==> config.mk <==
export PLATFORM = sky130hd
export DESIGN_NAME = cn_min_sched
export DESIGN_NICKNAME = d
export VERILOG_FILES = /design/src/rtl/cn_min_sched.sv
export SDC_FILE = /design/constraint.sdc
export NUM_CORES = 1
export LEC_CHECK = 0
export CAP_MARGIN = 0
export CELL_PAD_IN_SITES_DETAIL_PLACEMENT = 1
export CELL_PAD_IN_SITES_GLOBAL_PLACEMENT = 2
export CORE_UTILIZATION = 34
export DETAILED_ROUTE_END_ITERATION = 6
export PLACE_DENSITY_LB_ADDON = 0.1
export RECOVER_POWER = 25
export SLEW_MARGIN = 20
export SYNTH_ARGS = -nofsm -noshare
export SYNTH_HDL_FRONTEND = slang
export SYNTH_SLANG_ARGS = --single-unit
==> constraint.sdc <==
create_clock -name clk -period 2.8 [get_ports clk]
set_clock_uncertainty 0.2 [all_clocks]
set_input_delay 0.56 -clock clk [delete_from_list [all_inputs] [get_ports clk]]
set_output_delay 0.56 -clock clk [all_outputs]
set_load 0.05 [all_outputs]
==> src/rtl/cn_min_sched.sv <==
// Check-node scheduler: gathers five serial messages per check node, drives the shared min unit,
// and presents one registered minimum per check node with a wrapping check-node index.
module cn_min_sched #(
  parameter int W   = 11,
  parameter int NCN = 8,
  parameter int CW  = 3
) (
  input  logic          clk,
  input  logic          rst_n,
  input  logic          in_valid,
  output logic          in_ready,
  input  logic [W-1:0]  in_msg,
  output logic [W-1:0]  min_msg_1,
  output logic [W-1:0]  min_msg_2,
  output logic [W-1:0]  min_msg_3,
  output logic [W-1:0]  min_msg_4,
  output logic [W-1:0]  min_msg_5,
  input  logic [W-1:0]  min_msg,
  output logic          out_valid,
  input  logic          out_ready,
  output logic [W-1:0]  out_msg,
  output logic [CW-1:0] out_cn,
  output logic          frame_done
);

  localparam logic [1:0] S_COLLECT = 2'd0;
  localparam logic [1:0] S_EVAL    = 2'd1;
  localparam logic [1:0] S_OUT     = 2'd2;

  logic [1:0]    state_q, state_d;
  logic [2:0]    k_q, k_d;
  logic [W-1:0]  op_q [5];
  logic [W-1:0]  op_d [5];
  logic [W-1:0]  out_msg_q, out_msg_d;
  logic [CW-1:0] out_cn_q, out_cn_d;
  logic          fd_q, fd_d;
  logic          in_rdy_q, in_rdy_d;

  always_comb begin
    state_d   = state_q;
    k_d       = k_q;
    op_d      = op_q;
    out_msg_d = out_msg_q;
    out_cn_d  = out_cn_q;
    fd_d      = 1'b0;
    case (state_q)
      S_COLLECT: begin
        if (in_valid && in_rdy_q) begin
          for (int i = 0; i < 5; i++) begin
            if (k_q == 3'(i)) op_d[i] = in_msg;
          end
          if (k_q == 3'd4) begin
            k_d     = 3'd0;
            state_d = S_EVAL;
          end else begin
            k_d = k_q + 3'd1;
          end
        end
      end
      S_EVAL: begin
        out_msg_d = min_msg;
        state_d   = S_OUT;
      end
      S_OUT: begin
        if (out_ready) begin
          state_d = S_COLLECT;
          // frame_done pulses on the same edge the index wraps
          if (out_cn_q == CW'(NCN - 1)) begin
            out_cn_d = '0;
            fd_d     = 1'b1;
          end else begin
            out_cn_d = out_cn_q + CW'(1);
          end
        end
      end
      default: state_d = S_COLLECT;
    endcase
    in_rdy_d = (state_d == S_COLLECT);
  end

  always_ff @(posedge clk or negedge rst_n) begin
    if (!rst_n) begin
      state_q   <= S_COLLECT;
      k_q       <= 3'd0;
      for (int i = 0; i < 5; i++) op_q[i] <= '0;
      out_msg_q <= '0;
      out_cn_q  <= '0;
      fd_q      <= 1'b0;
      in_rdy_q  <= 1'b0;
    end else begin
      state_q   <= state_d;
      k_q       <= k_d;
      op_q      <= op_d;
      out_msg_q <= out_msg_d;
      out_cn_q  <= out_cn_d;
      fd_q      <= fd_d;
      in_rdy_q  <= in_rdy_d;
    end
  end

  assign in_ready   = in_rdy_q;
  assign out_valid  = (state_q == S_OUT);
  assign out_msg    = out_msg_q;
  assign out_cn     = out_cn_q;
  assign frame_done = fd_q;
  assign min_msg_1  = op_q[0];
  assign min_msg_2  = op_q[1];
  assign min_msg_3  = op_q[2];
  assign min_msg_4  = op_q[3];
  assign min_msg_5  = op_q[4];

endmodule

After elaboration in Yosys (flattened, before gate mapping)
Cells that the tools add are included.
{ "totals": {"ff_bits": 76, "inputBits": 26, "output_inout_bits": 72, "word_cells": 40} }
{ "op_classes": {"n_addsub": 2, "eq_ne": 7, "muxes": 9, "n_reduce_logical": 11} }
{ "op_table": {"columns": ["cell", "n"], "rows": [
  ["3-bit AND reduction", 5],
  ["3-bit by 1-bit adder with 3-bit output, second input constant", 2],
  ["3-bit by 2-bit equality test with 1-bit output, second input constant", 2],
  ["3-bit equality test, second input constant", 2],
  ["2-bit 2-to-1 mux", 3],
  ["3-bit 2-to-1 mux", 2],
  ["2-bit case mux with 3 select lines", 1],
  ["2-bit zero test", 2],
  ["2-bit AND reduction", 2],
  ["3-bit by 1-bit equality test with 1-bit output, second input constant", 1],
  ["3-bit zero test", 1],
  ["1-bit 2-to-1 mux", 3],
  ["2-bit by 1-bit equality test with 1-bit output, second input constant", 1],
  ["2-bit equality test, second input constant", 1],
  ["1-bit logical AND", 1]
]} }

Depth between registers and ports, before layout
Gate-level depths: netlist of run 1.
{ "logic_depth": {"ltp_word": 5, "depth_mapped": 6, "depth_no_buf": 5} }

Worst setup path after synthesis of run 1
No wires, ideal clock.
{ "synth_path": {"kind": "flip-flop to flip-flop", "from": "register k_q[0]", "to": "register op_q (netlist bit min_msg_1[0])", "setup_time_ps": 125, "t_arrival_ps": 1632, "required_ps": 2475, "slack_ps": 843, "path_stages_with_launch": 7, "n_path_buf": 1, "period_less_slack_ps": 1957, "cell_sequence": "dfrtp_1 inv_1 ha_1 nand4b_4 or3_4 buf_6 mux2_4"} }
{ "synth_via": {"elab_chain_cells": 2} }
{ "synth_rtl": {"columns": ["item", "line_no", "text"], "rows": [
  ["start, declared", "31", "logic [2:0] k_q, k_d;"],
  ["start signal, assigned", "92", "k_q <= k_d;"],
  ["3-bit zero test", "50", "if (k_q == 3'(i)) op_d[i] = in_msg;"],
  ["3-bit AND reduction (no source line)", null, null],
  ["end signal, assigned", "93", "op_q <= op_d;"],
  ["end, declared", "32", "logic [W-1:0] op_q [5];"]
]} }
No other way between the ends.
A chain may end at the register's enable or synchronous reset.

Worst setup path in the final report of run 1
{ "layout_path": {"from": "register state_q[0]", "to": "output port out_valid"} }
{ "layout_via": {"elab_chain_cells": 1} }
{ "layout_rtl": {"columns": ["item", "line_no", "text"], "rows": [
  ["start, declared", "30", "logic [1:0] state_q, state_d;"],
  ["start signal, assigned", "91", "state_q <= state_d;"],
  ["2-bit equality test", "102", "assign out_valid = (state_q == S_OUT);"],
  ["end, declared", "19", "output logic out_valid,"]
]} }
No other way between the ends.

==> impl_table.tex, run 1 <==
\begin{tabular}{lr}
\hline
Metric & Value \\
\hline
\multicolumn{2}{l}{\textbf{Worst hold path}} \\
\quad Type of the worst min-delay path & input pin to asynchronous set/reset pin \\
\multicolumn{2}{l}{\textbf{Run status}} \\
\quad Violated checks & DRC \\
\quad Run status & complete, but fails checks \\
\multicolumn{2}{l}{\textbf{Synthesis}} \\
\quad Synth cell types & 20 \\
\quad Biggest area consumer among synthesized cells & sky130\_fd\_sc\_hd\_\_dfrtp\_1 \\
\quad Number of enable flip-flop cells after synthesis & 0 \\
\quad Cells after synthesis & between 150 and 200 \\
\quad Synth area leaders & sky130\_fd\_sc\_hd\_\_dfrtp\_1 (61\%), sky130\_fd\_sc\_hd\_\_mux2\_4 (14\%), sky130\_fd\_sc\_hd\_\_mux2\_2 (14\%) \\
\quad Synth Net Count & 218 \\
\quad Commonest register cell after synthesis & sky130\_fd\_sc\_hd\_\_dfrtp\_1 \\
\quad Most frequent cells after synthesis & sky130\_fd\_sc\_hd\_\_dfrtp\_1 (76), sky130\_fd\_sc\_hd\_\_mux2\_2 (39), sky130\_fd\_sc\_hd\_\_mux2\_4 (30), sky130\_fd\_sc\_hd\_\_ha\_1 (7), sky130\_fd\_sc\_hd\_\_buf\_6 (5) \\
\quad Combined area of all synthesized cells & roughly 3100 um\^{}2 \\
\quad Top-count cell post-synth & sky130\_fd\_sc\_hd\_\_dfrtp\_1 \\
\quad Share of synthesized flip-flops with an asynchronous set or reset & 100\% \\
\quad Sequential fraction of the synthesis area & 60.6\% \\
\quad Area share of the largest cell type after synthesis & 60.6\% \\
\quad Yosys reg bits & 76 \\
\quad YS warnings & 0 \\
\quad Average footprint of a synthesized cell & 17.0 um\^{}2 \\
\multicolumn{2}{l}{\textbf{Routing}} \\
\quad Vias after detailed routing & $\sim$1,900 \\
\quad Drt initial violations & 46 \\
\quad Router iterations before antenna repair & 6 \\
\quad Via density per instance & 4.66 \\
\quad DRC Markers & 8 \\
\quad Antenna-violating nets left & 0 \\
\quad Wire length per cell & 17.0 um \\
\quad Detailed-route wire length & 6.89 mm \\
\multicolumn{2}{l}{\textbf{Global routing}} \\
\quad Pin count of the biggest net entering global routing & 49 \\
\quad Global-route wire length before repair & 11.7 mm \\
\quad Gr ovfl total & 0 \\
\quad Vias in the first global route & 2,083 \\
\quad GRT Overall Usage & 16.1\% \\
\quad Antenna violations before repair & 0 \\
\multicolumn{2}{l}{\textbf{Clocking}} \\
\quad Total of cells resized after clock tree synthesis & 0 \\
\quad CTS tree & built \\
\quad Clock latency at the later pin of the worst-skew pair & about 0.35 ns \\
\quad Buffer count from post-CTS setup fixing & 0 \\
\quad Number of buffers inserted for hold repair after clock tree synthesis & 0 \\
\quad Total number of H-tree levels & 3 \\
\quad Total clock buffers created by CTS & 9 \\
\quad Root buffer selected by CTS & sky130\_fd\_sc\_hd\_\_clkbuf\_8 \\
\quad Clk sinks & 76 \\
\quad Maximum buffer depth of the clock tree & 2 \\
\quad CTS clock-pin slew for the worst setup and hold paths & $\sim$0.08 ns \\
\multicolumn{2}{l}{\textbf{Critical path}} \\
\quad Crit path DAT & 1.89 ns \\
\quad Ordered cell list for the critical path & nand2b\_1, inv\_1, clkdlybuf4s50\_1 \\
\quad Startpoint of the worst setup timing path & state\_q[0] \\
\quad Buffers plus inverters on the worst setup path & 2 \\
\quad Worst r2r src & k\_q[0] \\
\quad Length in cells of the worst reg-to-reg path & 5 \\
\quad Maximum fanout along the worst path & 5 \\
\quad Launching element type of the critical path & flop \\
\quad CP Class & flop to output pin \\
\quad Setup slack of the most critical reg-to-reg path & between 0.7 and 0.8 ns \\
\quad Reg2reg end & min\_msg\_1[7] \\
\quad Worst setup EP type & output pin \\
\quad Slowest stage cell on the critical path & sky130\_fd\_sc\_hd\_\_clkdlybuf4s50\_1 \\
\quad Slowest cell delay on critical path & about 0.81 ns \\
\quad Family with the most delay on the worst path & buffers and inverters \\
\quad Critical Path RT & between 2 and 2.5 ns \\
\multicolumn{2}{l}{\textbf{STA}} \\
\quad Share of the clock period used by the worst path after layout & 94.6\% \\
\quad Max Clk Rate & 0.378 GHz \\
\quad TNS Setup & 0 ns \\
\quad Worst slew margin relative to its limit & 20.5\% \\
\quad Worst-margin pin slew & 1.19 ns \\
\quad Final Hold Violating Endpoints & 0 \\
\quad Final setup fails & 0 \\
\quad Min Clock Period, post-route & roughly 2.6 ns \\
\quad Unrepaired setup endpoints after global routing & false \\
\quad Least setup slack across all paths after layout & 0.151 ns \\
\quad Final hold slack & 0.238 ns \\
\quad Max-slew violation count & 0 \\
\multicolumn{2}{l}{\textbf{Placement}} \\
\quad Global placer's final weighted congestion & 0.697 \\
\quad Minimum setup slack after placement & around 0.25 ns \\
\quad Post-placement cell count & 389 \\
\quad DP Wirelength & slightly below 5 mm \\
\quad PortBufs & 97 \\
\multicolumn{2}{l}{\textbf{Floorplanning}} \\
\quad Standard cell core area & 8850 um\^{}2 \\
\quad Die X & 98.1 um \\
\quad Cell Rows & 34 \\
\quad Area enclosed by the die boundary & 9620 um\^{}2 \\
\quad Chip height & 98.1 um \\
\quad Starting Density & 35.5\% \\
\quad Top-level port count & 98 \\
\multicolumn{2}{l}{\textbf{Cells and area}} \\
\quad Fraction of final layout cells with drive strength greater than 1 & 32.0\% \\
\quad Number of antenna cells inserted & 0 \\
\quad Number of nets at the end of the flow & 325 \\
\quad Cell Count, Final, Fillers Out & roughly 410 \\
\quad Area growth from synthesis to layout & 39.7\% \\
\multicolumn{2}{l}{\textbf{Run}} \\
\quad Max-capacitance violation count & 0 \\
\hline
\end{tabular}
kinds of logic (layout without fill, tap and decap cells):
| kind of cell | Yosys count | after routing | share of synthesized area [%] |
|---|---|---|---|
| muxes | 69 | 69 | 28.3 |
| DFF | 76 | 76 | 60.6 |
| and+or+nand+nor | 16 | 16 | 4.66 |
| buffers and inverters | 11 | 123 | 2.67 |
| AOI/OAI and AO/OA | 6 | 6 | 0.957 |
| adders and majority gates | 7 | 7 | 2.79 |
cells in the final DEF, fill, tap and decap left out, drive strengths merged:
master | Yosys | final
clkinvlp | 0 | 3
nand2 | 5 | 5
inv | 4 | 5
clkinv | 0 | 1
nand2b | 2 | 2
nor2 | 2 | 2
nand3 | 2 | 2
o21ai | 4 | 4
nor3 | 1 | 1
clkdlybuf4s50 | 0 | 96
and4bb | 1 | 1
buf | 7 | 4
clkbuf | 0 | 14
a21oi | 2 | 2
dfrtp | 76 | 76
mux2 | 69 | 69
or3 | 1 | 1
ha | 7 | 7
and3 | 1 | 1
nand4b | 1 | 1
state kept, by name, summed over array words and instances, names as in the netlist:
| signal | cells |
|---|---|
| frame_done | 1 |
| state_q | 2 |
| min_msg_1 | 11 |
| k_q | 3 |
| min_msg_4 | 11 |
| out_msg | 11 |
| out_cn | 3 |
| min_msg_2 | 11 |
| min_msg_5 | 11 |
| min_msg_3 | 11 |
| in_ready | 1 |
area by class of cell:
| cell class | count | area, um^2 |
|---|---|---|
| Clock inverter | 5 | 36.3 |
| Multi-Input combinational cell | 98 | 1150 |
| Inverter | 4 | 15.0 |
| Clock buffer | 11 | 141 |
| Fill cell | 903 | 4460 |
| Sequential cell | 76 | 1900 |
| Timing Repair Buffer | 103 | 1000 |
| Tap cell | 108 | 135 |
per-stage QoR:
step | area, um^2 | utilization [%]
2_1_floorplan | 3140 | -
3_5_place_dp | 4220 | 47.7
6_report | 4390 | 49.6
3_3_place_gp | 4220 | 47.7
4_1_cts | 4400 | 49.7
5_1_grt | 4390 | 49.6
metal layers:
metal | vias to the layer above | share of wire [%] | track usage (%)
met5 | - | 0 | 0
met4 | 0 | 1.9 | 7.69
met3 | 9 | 6.8 | 4.94
met2 | 65 | 45 | 24.0
met1 | 952 | 46 | 21.5
li1 | 863 | - | -
worst max path at each step:
stage	cells past startpoint	slack, ns	to
global placement	4	0.31	min_msg_2[8]
floorplan	6	0.84	min_msg_1[0]
finish	3	0.15	out_valid
global route	3	0.04	out_valid
CTS	3	0.11	out_valid
detailed placement	4	0.25	min_msg_3[3]
worst reg2reg max path: stages (launching register included):
cell                       delay [ns]
sky130_fd_sc_hd__dfrtp_1         0.43
sky130_fd_sc_hd__inv_1           0.11
sky130_fd_sc_hd__ha_1            0.25
sky130_fd_sc_hd__nand4b_4        0.14
sky130_fd_sc_hd__or3_4           0.48
sky130_fd_sc_hd__mux2_4          0.35
Power of run 1 is not shown: default switching activity piles up to over one toggle a cycle in this logic, so the estimate is an artifact.
==> inputs of run 2 (changes only) <==
--- a/config.mk
+++ b/config.mk
@@ -10,6 +10,7 @@
 export CELL_PAD_IN_SITES_GLOBAL_PLACEMENT = 2
 export CORE_UTILIZATION = 34
 export DETAILED_ROUTE_END_ITERATION = 6
+export GPL_TIMING_DRIVEN = 1
 export PLACE_DENSITY_LB_ADDON = 0.1
 export RECOVER_POWER = 25
 export SLEW_MARGIN = 20
==> results of run 2 <==
The final DEF is identical to that of run 1; final timing and power are the same.
Power of run 2 is left out for the same reason.
==> inputs of run 3 (changes only) <==
--- a/config.mk
+++ b/config.mk
@@ -9,10 +9,13 @@
 export CELL_PAD_IN_SITES_DETAIL_PLACEMENT = 1
 export CELL_PAD_IN_SITES_GLOBAL_PLACEMENT = 2
 export CORE_UTILIZATION = 34
+export CTS_CLUSTER_DIAMETER = 200
 export DETAILED_ROUTE_END_ITERATION = 6
+export GPL_ROUTABILITY_DRIVEN = 0
 export GPL_TIMING_DRIVEN = 1
 export PLACE_DENSITY_LB_ADDON = 0.1
 export RECOVER_POWER = 25
+export SKIP_LAST_GASP = 1
 export SLEW_MARGIN = 20
 export SYNTH_ARGS = -nofsm -noshare
 export SYNTH_HDL_FRONTEND = slang
==> results of run 3 <==
The final DEF is identical to that of run 1; final timing and power are the same.
Power of run 3 is left out for the same reason.
